===== src/rtl/scpu_ctrl.sv =====
// scpu_ctrl: multi-cycle control sequencer for the 8-bit single-issue CPU.
// Fetches an instruction over imem req/ack, holds it in ir for the external
// decoder, then steps it through DECODE, EXEC and WB. All control outputs are
// registered, so nothing combinational runs from an input to an output.
//
// state  | meaning
// IDLE   | parked; leaves for FETCH when run=1
// FETCH  | imem_req high at imem_addr=pc until imem_ack
// DECODE | ir stable, decoder outputs settle
// EXEC   | ALU ops drive the ALU; JMP updates pc and retires here
// WB     | rf_we pulse, pc+1, retire
// HALT   | JMP-to-self reached; only reset leaves
module scpu_ctrl #(
  parameter logic [3:0] RESET_PC = 4'h0,
  parameter int         CNT_W    = 8
) (
  input  logic             clk,
  input  logic             rst_n,
  input  logic             run,
  output logic             imem_req,
  output logic [3:0]       imem_addr,
  input  logic [7:0]       imem_rdata,
  input  logic             imem_ack,
  output logic [7:0]       ir,
  input  logic [1:0]       dec_opcode,
  input  logic [3:0]       dec_addr,
  output logic             alu_en,
  output logic [1:0]       alu_op,
  output logic             alu_sel_imm,
  output logic             rf_we,
  output logic [3:0]       pc,
  output logic [2:0]       state,
  output logic             halted,
  output logic [CNT_W-1:0] retired
);

  typedef enum logic [2:0] {
    S_IDLE   = 3'd0,
    S_FETCH  = 3'd1,
    S_DECODE = 3'd2,
    S_EXEC   = 3'd3,
    S_WB     = 3'd4,
    S_HALT   = 3'd5
  } state_t;

  localparam logic [1:0] OP_JMP = 2'b10;
  localparam logic [1:0] OP_LI  = 2'b11;

  state_t           state_q, state_d;
  logic [3:0]       pc_q, pc_d;
  logic [7:0]       ir_q, ir_d;
  logic [CNT_W-1:0] retired_q, retired_d;
  logic             halted_q, halted_d;
  logic             imem_req_q, imem_req_d;
  logic             alu_en_q, alu_en_d;
  logic [1:0]       alu_op_q, alu_op_d;
  logic             alu_sel_imm_q, alu_sel_imm_d;
  logic             rf_we_q, rf_we_d;

  // Next-state, pc, ir, retire and halt bookkeeping.
  always_comb begin
    state_d   = state_q;
    pc_d      = pc_q;
    ir_d      = ir_q;
    retired_d = retired_q;
    halted_d  = halted_q;
    case (state_q)
      S_IDLE: begin
        if (run) state_d = S_FETCH;
      end
      S_FETCH: begin
        if (imem_ack) begin
          ir_d    = imem_rdata;
          state_d = S_DECODE;
        end
      end
      S_DECODE: begin
        state_d = S_EXEC;
      end
      S_EXEC: begin
        if (dec_opcode == OP_JMP) begin
          retired_d = retired_q + CNT_W'(1);
          if (dec_addr == pc_q) begin
            halted_d = 1'b1;
            state_d  = S_HALT;
          end else begin
            pc_d    = dec_addr;
            state_d = run ? S_FETCH : S_IDLE;
          end
        end else begin
          state_d = S_WB;
        end
      end
      S_WB: begin
        pc_d      = pc_q + 4'd1;
        retired_d = retired_q + CNT_W'(1);
        state_d   = run ? S_FETCH : S_IDLE;
      end
      S_HALT: begin
        state_d = S_HALT;
      end
      default: begin
        state_d = S_IDLE;
      end
    endcase
  end

  // Control outputs for the state being entered; the EXEC controls are
  // taken from the decoder during DECODE and simply held through WB.
  always_comb begin
    imem_req_d    = (state_d == S_FETCH);
    alu_en_d      = 1'b0;
    alu_op_d      = 2'b00;
    alu_sel_imm_d = 1'b0;
    rf_we_d       = 1'b0;
    case (state_d)
      S_EXEC: begin
        if (dec_opcode != OP_JMP) begin
          alu_en_d      = 1'b1;
          alu_op_d      = dec_opcode;
          alu_sel_imm_d = (dec_opcode == OP_LI);
        end
      end
      S_WB: begin
        alu_en_d      = alu_en_q;
        alu_op_d      = alu_op_q;
        alu_sel_imm_d = alu_sel_imm_q;
        rf_we_d       = 1'b1;
      end
      default: begin
        alu_en_d = 1'b0;
      end
    endcase
  end

  // State and registered outputs; reset clears strobes asynchronously.
  always_ff @(posedge clk or negedge rst_n) begin
    if (!rst_n) begin
      state_q       <= S_IDLE;
      pc_q          <= RESET_PC;
      ir_q          <= 8'h00;
      retired_q     <= '0;
      halted_q      <= 1'b0;
      imem_req_q    <= 1'b0;
      alu_en_q      <= 1'b0;
      alu_op_q      <= 2'b00;
      alu_sel_imm_q <= 1'b0;
      rf_we_q       <= 1'b0;
    end else begin
      state_q       <= state_d;
      pc_q          <= pc_d;
      ir_q          <= ir_d;
      retired_q     <= retired_d;
      halted_q      <= halted_d;
      imem_req_q    <= imem_req_d;
      alu_en_q      <= alu_en_d;
      alu_op_q      <= alu_op_d;
      alu_sel_imm_q <= alu_sel_imm_d;
      rf_we_q       <= rf_we_d;
    end
  end

  assign imem_req    = imem_req_q;
  assign imem_addr   = pc_q;
  assign ir          = ir_q;
  assign alu_en      = alu_en_q;
  assign alu_op      = alu_op_q;
  assign alu_sel_imm = alu_sel_imm_q;
  assign rf_we       = rf_we_q;
  assign pc          = pc_q;
  assign state       = state_q;
  assign halted      = halted_q;
  assign retired     = retired_q;

endmodule


===== config.mk =====
export PLATFORM = sky130hd
export DESIGN_NAME = scpu_ctrl
export DESIGN_NICKNAME = d
export VERILOG_FILES = /design/src/rtl/scpu_ctrl.sv
export SDC_FILE = /design/constraint.sdc
export NUM_CORES = 1
export LEC_CHECK = 0
export CELL_PAD_IN_SITES_DETAIL_PLACEMENT = 1
export CELL_PAD_IN_SITES_GLOBAL_PLACEMENT = 1
export CORE_MARGIN = 3
export CORE_UTILIZATION = 34
export DETAILED_ROUTE_END_ITERATION = 6
export GPL_TIMING_DRIVEN = 0
export PLACE_DENSITY_LB_ADDON = 0.1
export SLEW_MARGIN = 30
export SYNTH_ARGS = -nofsm -noshare
export SYNTH_HDL_FRONTEND = slang
export SYNTH_SLANG_ARGS = --single-unit

===== constraint.sdc =====
create_clock -name clk -period 2.1 [get_ports clk]
set_clock_uncertainty 0.2 [all_clocks]
set_input_delay 0.525 -clock clk [delete_from_list [all_inputs] [get_ports clk]]
set_output_delay 0.525 -clock clk [all_outputs]
set_load 0.03 [all_outputs]

# Yosys cells after proc, flatten, opt, wreduce, memory -nomap -nowiden

Cells that the tools add are included.

Multiplexer cells: 18
Add/subtract/negate cells: 2
Equal/unequal tests: 14
Reductions and logical operators: 6

Operators by type and width:

| cell                                          | number |
|---|---|
| one-hot mux 3 bit (6 select lines)            | 1 |
| one-hot mux 8 bit (2 select lines)            | 1 |
| 2-to-1 mux 3 bit                              | 4 |
| == test 3 x 2 -> 1 bit, second input constant | 3 |
| == test 3 bit, second input constant          | 3 |
| adder 8 x 1 -> 8 bit, second input constant   | 1 |
| 2-to-1 mux 4 bit                              | 2 |
| 2-to-1 mux 8 bit                              | 1 |
| one-hot mux 4 bit (2 select lines)            | 1 |
| == test 3 x 1 -> 1 bit, second input constant | 2 |
| != test 2 bit, second input constant          | 3 |
| AND reduction 3 bit                           | 2 |
| adder 4 x 1 -> 4 bit, second input constant   | 1 |
| == test 2 bit, second input constant          | 2 |
| == test 4 bit                                 | 1 |
| 2-to-1 mux 1 bit                              | 4 |
| one-hot mux 1 bit (2 select lines)            | 2 |
| one-hot mux 2 bit (2 select lines)            | 1 |
| AND reduction 2 bit                           | 2 |
| zero test 3 bit                               | 1 |
| 2-to-1 mux 2 bit                              | 1 |
| nonzero test 2 bit                            | 1 |

Logic and storage cells: 50
Input port bits: 18
Output and inout port bits: 34
Flip-flop bits (word level): 30

# Logic depth before layout (Yosys ltp)

Gate-level depths: netlist of the first run.

Depth after elaboration: 6
Gate-level depth with buffers: 5
Gate-level depth less buffers: 4

# Worst setup path after synthesis of the first run

OpenSTA, ideal clock, no wires.

Kind: reg-to-reg
Start point: reg pc_q[0] (netlist: imem_addr[0])
End point: reg pc_q[2] (netlist: imem_addr[2])
Required time: 1780 ps
Slack: 243 ps
Data arrival time: 1538 ps
Stages on the path, launching flop included: 5
Library setup time: 120 ps
Buffers on the path: 0
Clock period less this slack: 1857 ps
Cell sequence: dfrtp_1 > xor2_2 > o41ai_4 > o22ai_1 > a31o_1

Longest elaborated chain between the ends: 3
Elaborated cells on any way between the ends: 5
Those cells by class: 1 x add/sub; 2 x eq/ne; 1 x mux; 1 x reduce/logical

Ends and longest elaborated chain:

| item                                                                         | line | source |
|---|---|---|
| from (decl)                                                                  | 50   | `logic [3:0] pc_q, pc_d;` |
| from (signal assigned)                                                       | 151  | `pc_q <= pc_d;` |
| parallel branches: the longest is 3 deep, another holds adder 4 x 1 -> 4 bit | -    |  |

Several ways; the timed one is not identified.
A chain may end at the register's enable or synchronous reset.

# Worst setup path in the final report of the first run

Start point: in dec_addr[1]
End point: reg pc_q[2] (netlist: imem_addr[2])

Longest elaborated chain between the ends: 3

Ends and longest elaborated chain:

| item                          | line | source |
|---|---|---|
| from (decl)                   | 26   | `input logic [3:0] dec_addr,` |
| == test 4 bit                 | 83   | `if (dec_addr == pc_q) begin` |
| != test 2 bit (no line)       | -    |  |
| AND reduction 3 bit (no line) | -    |  |

No other way between the ends.

==> summary.md, run 1 <==
| Metric | Value |
|---|---|
| Die width | 71.1 um |
| Outcome | finished, final reports clean |
| Fraction of layout instances using a drive strength above 1 | 16.7% |
| Leakage | 1.03 nW |
| Drc violations | 0 |
| DP Worst Slack | -0.360 ns |
| Ranking of synthesized cells by area | dfrtp_1 50%, mux2_1 7.0%, xnor2_1 3.6% |
| Yosys top cell area share | 50.3% |
| Cell Pwr Density | 1490 mW/mm2 |
| CTS clk-pin slew, worst paths | 0.06 ns |
| Worst EP required | 2.07 ns |
| N_diodes | 0 |
| CTS tree | done |
| Max-capacitance violation count | 0 |
| First-pass GRT wire length | 6220 um |
| Core area | 0.00406 mm2 |
| Netlist cell types | 40 |
| Worst Tran Pin Value | 0.668 ns |
| HPWL Detailed | 2700 um |
| Comb power frac | 54.6% |
| RSZ-0062 raised after global routing | yes |
| Max-slew violations | 0 |
| # hold bufs at CTS | 0 |
| Sw frac | 44.6% |
| I/O Pins | 52 |
| Setup crit start kind | input port |
| Die Y | 71.1 um |
| Initial Util | 35.6% |
| Cells after synthesis | 124 |
| Worst Setup End Kind | flop |
| Antenna-violating nets left | 0 |
| Number of synthesized register bits | 29 |
| Worst VDD drop | 0.740 mV |
| Synth Flop Type | dfrtp_1 |
| H-tree depth | 2 |
| Clk root buf | clkbuf_8 |
| Clock Path Buffers | 2 |
| Total number of vias | 1169 |
| Antenna violations before repair | 0 |
| Largest net degree at the start of global routing | 30 |
| Synthesized area per cell | 11.6 um2 |
| Post-DR vias/cell | 4.95 |
| # rows | 23 |
| Critical-path maximum fanout | 5 |
| TritonRoute pass-1 iters | 4 |
| Crit share post-route | 99.3% |
| Hold violation count in the final report | 0 |
| Clock sink count | 29 |
| Area delta synth->final | 48.7% |
| Top cell type by total area after synthesis | dfrtp_1 |
| Psw | 1.43 mW |
| Crit path DAT | 2.05 ns |
| DRT iter0 DRCs | 28 |
| Gpl congestion | 0.777 |
| Vias in the first global route | 1297 |
| Seq/Total Area, Yosys | 50.3% |
| FFs w/ async S/R, synth | 100% |
| Rel. slew slack | 55.5% |
| Cell area after synthesis | 0.00144 mm2 |
| HP Class | input port to async pin |
| Yosys Warn Count | 0 |
| Die area | 0.00506 mm2 |
| Filler cells | 440 |
| Total gr overflow | 0 |
| Setup TNS | 0 ns |
| GRT Util Overall | 15.9% |
| Final net count | 206 |
| F_max | 480 MHz |
| Count of input and output buffers | 51 |
| Type of the worst setup path | input port to flop |
| Final Routed Wirelength | 3690 um |
| Clk pwr share | 14.5% |
| Final setup violation count | 0 |
| Post-synth EDFFs | 0 |
| CTS Buf Count | 5 |
| Synthesized Nets | 144 |
| Pint | 1.77 mW |
| Final WS setup | 0.0149 ns |
| Skew-Pair Late Insertion Delay | 0.28 ns |
| Routed len/inst | 15.6 um |
| Fin crit period | 2.09 ns |
| Seq pwr share | 30.9% |
## cell families after synthesis
group	Yosys count	share of synthesized area, %
xor+xnor	11	7.72
buf+inv	12	4.77
fa+ha+maj	2	1.73
mux	12	9.19
simple gates	40	16.2
compound gates	18	10.1
flops	29	50.3
## layout make-up
class	count	area [um2]	area share [%]
Sequential cell	29	727	33.9
Multi-Input combinational cell	83	664	31.0
Timing Repair Buffer	55	536	25.0
Clock buffer	7	86.3	4.03
Tap cell	50	62.6	2.92
Buffer	9	57.6	2.68
Inverter	3	11.3	0.525
## final timing paths
kind | end | slack [ns] | from | depth (start not counted)
setup / recovery | imem_addr[2] | 0.01 | dec_addr[1] | 6
hold / removal | alu_op[0] | 0.07 | rst_n | 1
setup reg to reg | retired[1] | 0.22 | state[0] | 4
hold reg to reg | halted | 0.27 | halted | 1
max in group asynchronous | imem_addr[0] | 1.15 | rst_n | 1
min in group clk | halted | 0.27 | halted | 1
## metrics by stage
step	utilization [%]	area (um2)	total power, mW	hold WS [ns]	instances
after floorplan	-	1440	2.08	0.0294	124
after global placement	49.7	2020	2.74	0.254	225
after detailed placement	49.6	2010	2.81	0.258	225
after CTS	52.0	2110	3.24	0.103	234
after global routing	52.9	2140	3.41	0.121	236
final	52.9	2140	3.19	0.0686	236
## critical path, cell delays in order
cell             delay, ns
clkdlybuf4s50_1       0.54
xor2_2                0.23
o41ai_4               0.12
buf_4                 0.17
or2b_4                0.26
a31o_1                0.21
## power by group through the flow
stage | clock network (mW) | logic, mW | registers (mW)
2_1_floorplan | 0 | 0.699 | 1.38
3_3_place_gp | 0 | 1.77 | 0.970
3_5_place_dp | 0 | 1.82 | 0.991
4_1_cts | 0.481 | 1.76 | 0.993
5_1_grt | 0.511 | 1.87 | 1.03
6_report | 0.462 | 1.74 | 0.988
## sequential cells by signal, indices dropped and copies added, names as in the netlist
name and cells:
ir 8, halted 1, alu_en 1, alu_op 2
rf_we 1, state 3, imem_req 1, retired 8
imem_addr 4
## cells in the final DEF, fill, tap and decap left out, types with 2 or more instances in the layout
cell type / count
o22ai_1: 2
buf_2: 2
nand3_1: 3
and2_1: 2
a31o_1: 2
nand2_1: 11
inv_1: 3
dlygate4sd2_1: 12
dlymetal6s2s_1: 7
clkbuf_8: 6
nand2b_1: 2
clkbuf_1: 3
nor2_1: 6
a21oi_1: 4
xor2_2: 4
nand3b_1: 3
o21ai_0: 3
buf_4: 11
nand4_1: 3
dfrtp_1: 28
ha_1: 2
mux2i_1: 2
clkdlybuf4s50_1: 30
mux2_1: 9
xnor2_1: 6
## synth_stat cells (all sizes together) (2+ instances only)
master / instances
ha: 2
buf: 7
a21oi: 4
mux2i: 2
mux2: 10
and2: 2
a31o: 2
clkbuf: 2
xnor2: 6
dfrtp: 29
nand2b: 2
o22ai: 2
nand2: 11
nand3: 3
nand3b: 3
xor2: 5
nor2: 6
inv: 3
nor3: 2
o21ai: 4
nand4: 3
## metal layers
layer / track usage [%] / routed length [um] / vias up
met1: 17.4 / 1500 / 580
met2: 28.4 / 1920 / 33
met5: 0 / 0 / -
met3: 5.54 / 207 / 8
met4: 5.64 / 68 / 0
li1: - / - / 548
## timing repair
action | CTS | global route
setup endpoints to repair | 16 | 9
resized for setup | 16 | 8
buffers inserted | 2 | 2
pin swaps | 1 | 2
Power figures use the tool's default switching activity.
==> run 2: changes to the inputs <==
==> constraint.sdc (replaced) <==
create_clock -name clk -period 2.3 [get_ports clk]
set_clock_uncertainty 0.2 [all_clocks]
set_input_delay 0.575 -clock clk [delete_from_list [all_inputs] [get_ports clk]]
set_output_delay 0.575 -clock clk [all_outputs]
set_load 0.03 [all_outputs]
==> run 2 against run 1 <==
Compared with the run above: clock-buffer cell count unchanged; worst setup slack improved by 0.058 ns; wire length decreased by 1.8%; highest routed layer unchanged; critical path depth decreased by 5; combinational power decreased by 7%; total power decreased by 7.9%; register-to-register slack improved by 0.20 ns; sequential power decreased by 9.1%; global-route usage decreased by 0.069 points.
==> summary.md, run 2 (synthesis results as in run 1) <==
| Metric | Value |
|---|---|
| Outcome | finished, final reports clean (unchanged) |
| TritonRoute pass-1 iters | 4 (unchanged) |
| Filler cells | 446 (was 440) |
| Final Routed Wirelength | 3630 um (was 3690 um) |
| Reg2reg path depth | 4 (unchanged) |
| Total power | 2.94 mW (was 3.19 mW) |
| HPWL Detailed | 2700 um (unchanged) |
| Detail Route met2 WL | 1880 um (was 1920 um) |
| Largest stage delay, worst path | 0.70 ns (was 0.54 ns) |
| Post-CTS Setup Bufs | 0 (was 2) |
| Comb power frac | 55.1% (was 54.6%) |
| Final net count | 202 (was 206) |
| Leakage | 0.913 nW (was 1.03 nW) |
| CTS clk-pin slew, worst paths | 0.06 ns (about the same) |
| CTS tree | done (unchanged) |
| Post-DR vias/cell | 4.92 (was 4.95) |
| Worst Setup End Kind | primary output (was flop) |
| Clock sink count | 29 (unchanged) |
| WHS | 0.117 ns (was 0.0686 ns) |
| I/O Pins | 52 (unchanged) |
| Psw | 1.29 mW (was 1.43 mW) |
| Fin crit period | 2.23 ns |
| Worst Tran Pin Value | 0.663 ns (was 0.668 ns) |
| Cell Count, Final, Fillers Out | 232 (was 236) |
| Crit. path cell count | 1 (was 6) |
| Max Used Layer | met4 (unchanged) |
| N_diodes | 0 (unchanged) |
| Cell Chain, Critical Path | clkdlybuf4s50_1 (was clkdlybuf4s50_1 -> xor2_2 -> o41ai_4 -> buf_4 -> or2b_4 -> a31o_1) |
| GRT Util Overall | 15.9% (about the same) |
| Worst EP required | 1.52 ns (was 2.07 ns) |
| Setup crit start kind | flop (was input port) |
| Crit-path slowest cell | clkdlybuf4s50_1 (unchanged) |
| Worst reg-to-reg setup slack | 0.42 ns (was 0.22 ns) |
| Max-capacitance violation count | 0 (unchanged) |
| Skew-Pair Late Insertion Delay | 0.28 ns (about the same) |
| Dpl cells | 225 (unchanged) |
| Max-slew violations | 0 (unchanged) |
| DRT iter0 DRCs | 33 (was 28) |
| Antenna-violating nets left | 0 (unchanged) |
| Routed len/inst | 15.6 um (about the same) |
| Total number of vias | 1142 (was 1169) |
| Final setup violation count | 0 (unchanged) |
| # rows | 23 (unchanged) |
| Critical-path maximum fanout | 8 (was 5) |
| Sw frac | 43.9% (was 44.6%) |
| Fraction of layout instances using a drive strength above 1 | 13.2% (was 16.7%) |
| H-tree depth | 2 (unchanged) |
| Most common cell after layout, fill and taps aside | clkdlybuf4s50_1 (unchanged) |
| Initial Util | 35.6% (unchanged) |
| Clk root buf | clkbuf_8 (unchanged) |
| Gpl congestion | 0.777 (unchanged) |
| Count of input and output buffers | 51 (unchanged) |
| Total gr overflow | 0 (unchanged) |
| Crit path DAT | 1.45 ns (was 2.05 ns) |
| Clock Path Buffers | 2 (unchanged) |
| WL met3 | 188 um (was 207 um) |
| Worst r2r src | state[0] (unchanged) |
| Clk pwr share | 14.4% (was 14.5%) |
| Die Y | 71.1 um (unchanged) |
| Core area | 0.00406 mm2 (unchanged) |
| R2R Path End | retired[1] (unchanged) |
| F_max | 449 MHz |
| Final Cell Area | 0.00210 mm2 (was 0.00214 mm2) |
| Area delta synth->final | 45.6% (was 48.7%) |
| Antenna violations before repair | 0 (unchanged) |
| Met1 Routed Length | 1500 um (about the same) |
| HP Class | input port to async pin (unchanged) |
| Largest net degree at the start of global routing | 30 (unchanged) |
| Pint | 1.65 mW (was 1.77 mW) |
| Seq pwr share | 30.5% (was 30.9%) |
| Most frequent cells in the layout | 44 x clkdlybuf4s50_1, 28 x dfrtp_1, 11 x nand2_1 (was 30 x clkdlybuf4s50_1, 28 x dfrtp_1, 12 x dlygate4sd2_1) |
| Die area | 0.00506 mm2 (unchanged) |
| Critical path's top delay family | buffers and inverters (unchanged) |
| Hold violation count in the final report | 0 (unchanged) |
| RSZ-0062 raised after global routing | no (was yes) |
| Crit share post-route | 96.8% |
| First-pass GRT wire length | 6200 um (was 6220 um) |
| # hold bufs at CTS | 0 (unchanged) |
| Post-DP Area | 0.00201 mm2 (unchanged) |
| Cell Pwr Density | 1400 mW/mm2 (was 1490 mW/mm2) |
| Die width | 71.1 um (unchanged) |
| Fin util | 51.8% (was 52.9%) |
| Drc violations | 0 (unchanged) |
| Worst VDD drop | 0.676 mV (was 0.740 mV) |
| Type of the worst setup path | flop to primary output (was input port to flop) |
| Vias in the first global route | 1286 (was 1297) |
| Rel. slew slack | 55.8% (was 55.5%) |
| CTS Buf Count | 5 (unchanged) |
| Worst path buffer plus inverter count | 1 (was 2) |
run 2: cell types whose count changed in the layout (fill, tap and decap cells not counted):
| cell | change |
|---|---|
| and2b_1 | +1 |
| and2b_2 | -1 |
| buf_4 | -4 |
| clkdlybuf4s50_1 | +14 |
| dlygate4sd2_1 | -10 |
| dlymetal6s2s_1 | -4 |
| xor2_1 | +2 |
| xor2_2 | -2 |
run 2: repair_timing:
action	in CTS	in global routing
gates cloned	0	0
pin swaps	0	0
hold endpoints to repair	0	0
setup endpoints to repair	4	3
gates resized for setup	4	3
run 2: worst max path at each step:
stage                             from            to  slack (ns)
after CTS                 imem_addr[3]         pc[3]        0.03
after global placement     dec_addr[0]  imem_addr[2]       -0.16
after global routing       dec_addr[0]  imem_addr[2]        0.02
after floorplan           imem_addr[0]  imem_addr[2]        0.44
final                     imem_addr[0]  imem_addr[0]        0.07
after detailed placement   dec_addr[0]  imem_addr[2]       -0.21
run 2: metal layers:
layer  GRT usage (%)  vias up
met4            5.01        0
met5               0        -
met3            5.26        6
met1            17.6      563
met2            28.4       31
li1                -      542
run 2: power groups by stage:
stage	sequential, mW	combinational (mW)	clock, mW
2_1_floorplan	1.26	0.639	0
3_3_place_gp	0.885	1.62	0
3_5_place_dp	0.905	1.66	0
4_1_cts	0.904	1.65	0.440
5_1_grt	0.936	1.74	0.467
6_report	0.898	1.62	0.422
run 2: final cells by class:
class                      instances  area (um2)  share of cell area [%]
multi-input combinational         83         648                    30.9
tap                               50        62.6                    2.98
timing repair buffer              51         508                    24.2
buffer                             9        57.6                    2.74
sequential                        29         727                    34.6
clock buffer                       7        86.3                    4.11
inverter                           3        11.3                   0.536
run 2: through the flow:
step	TNS, ns	setup WS [ns]
after detailed placement	-0.675	-0.210
after CTS	0	0.0300
after global routing	0	0.0210
after global placement	-2.47	-0.164
after floorplan	0	0.443
final	0	0.0733
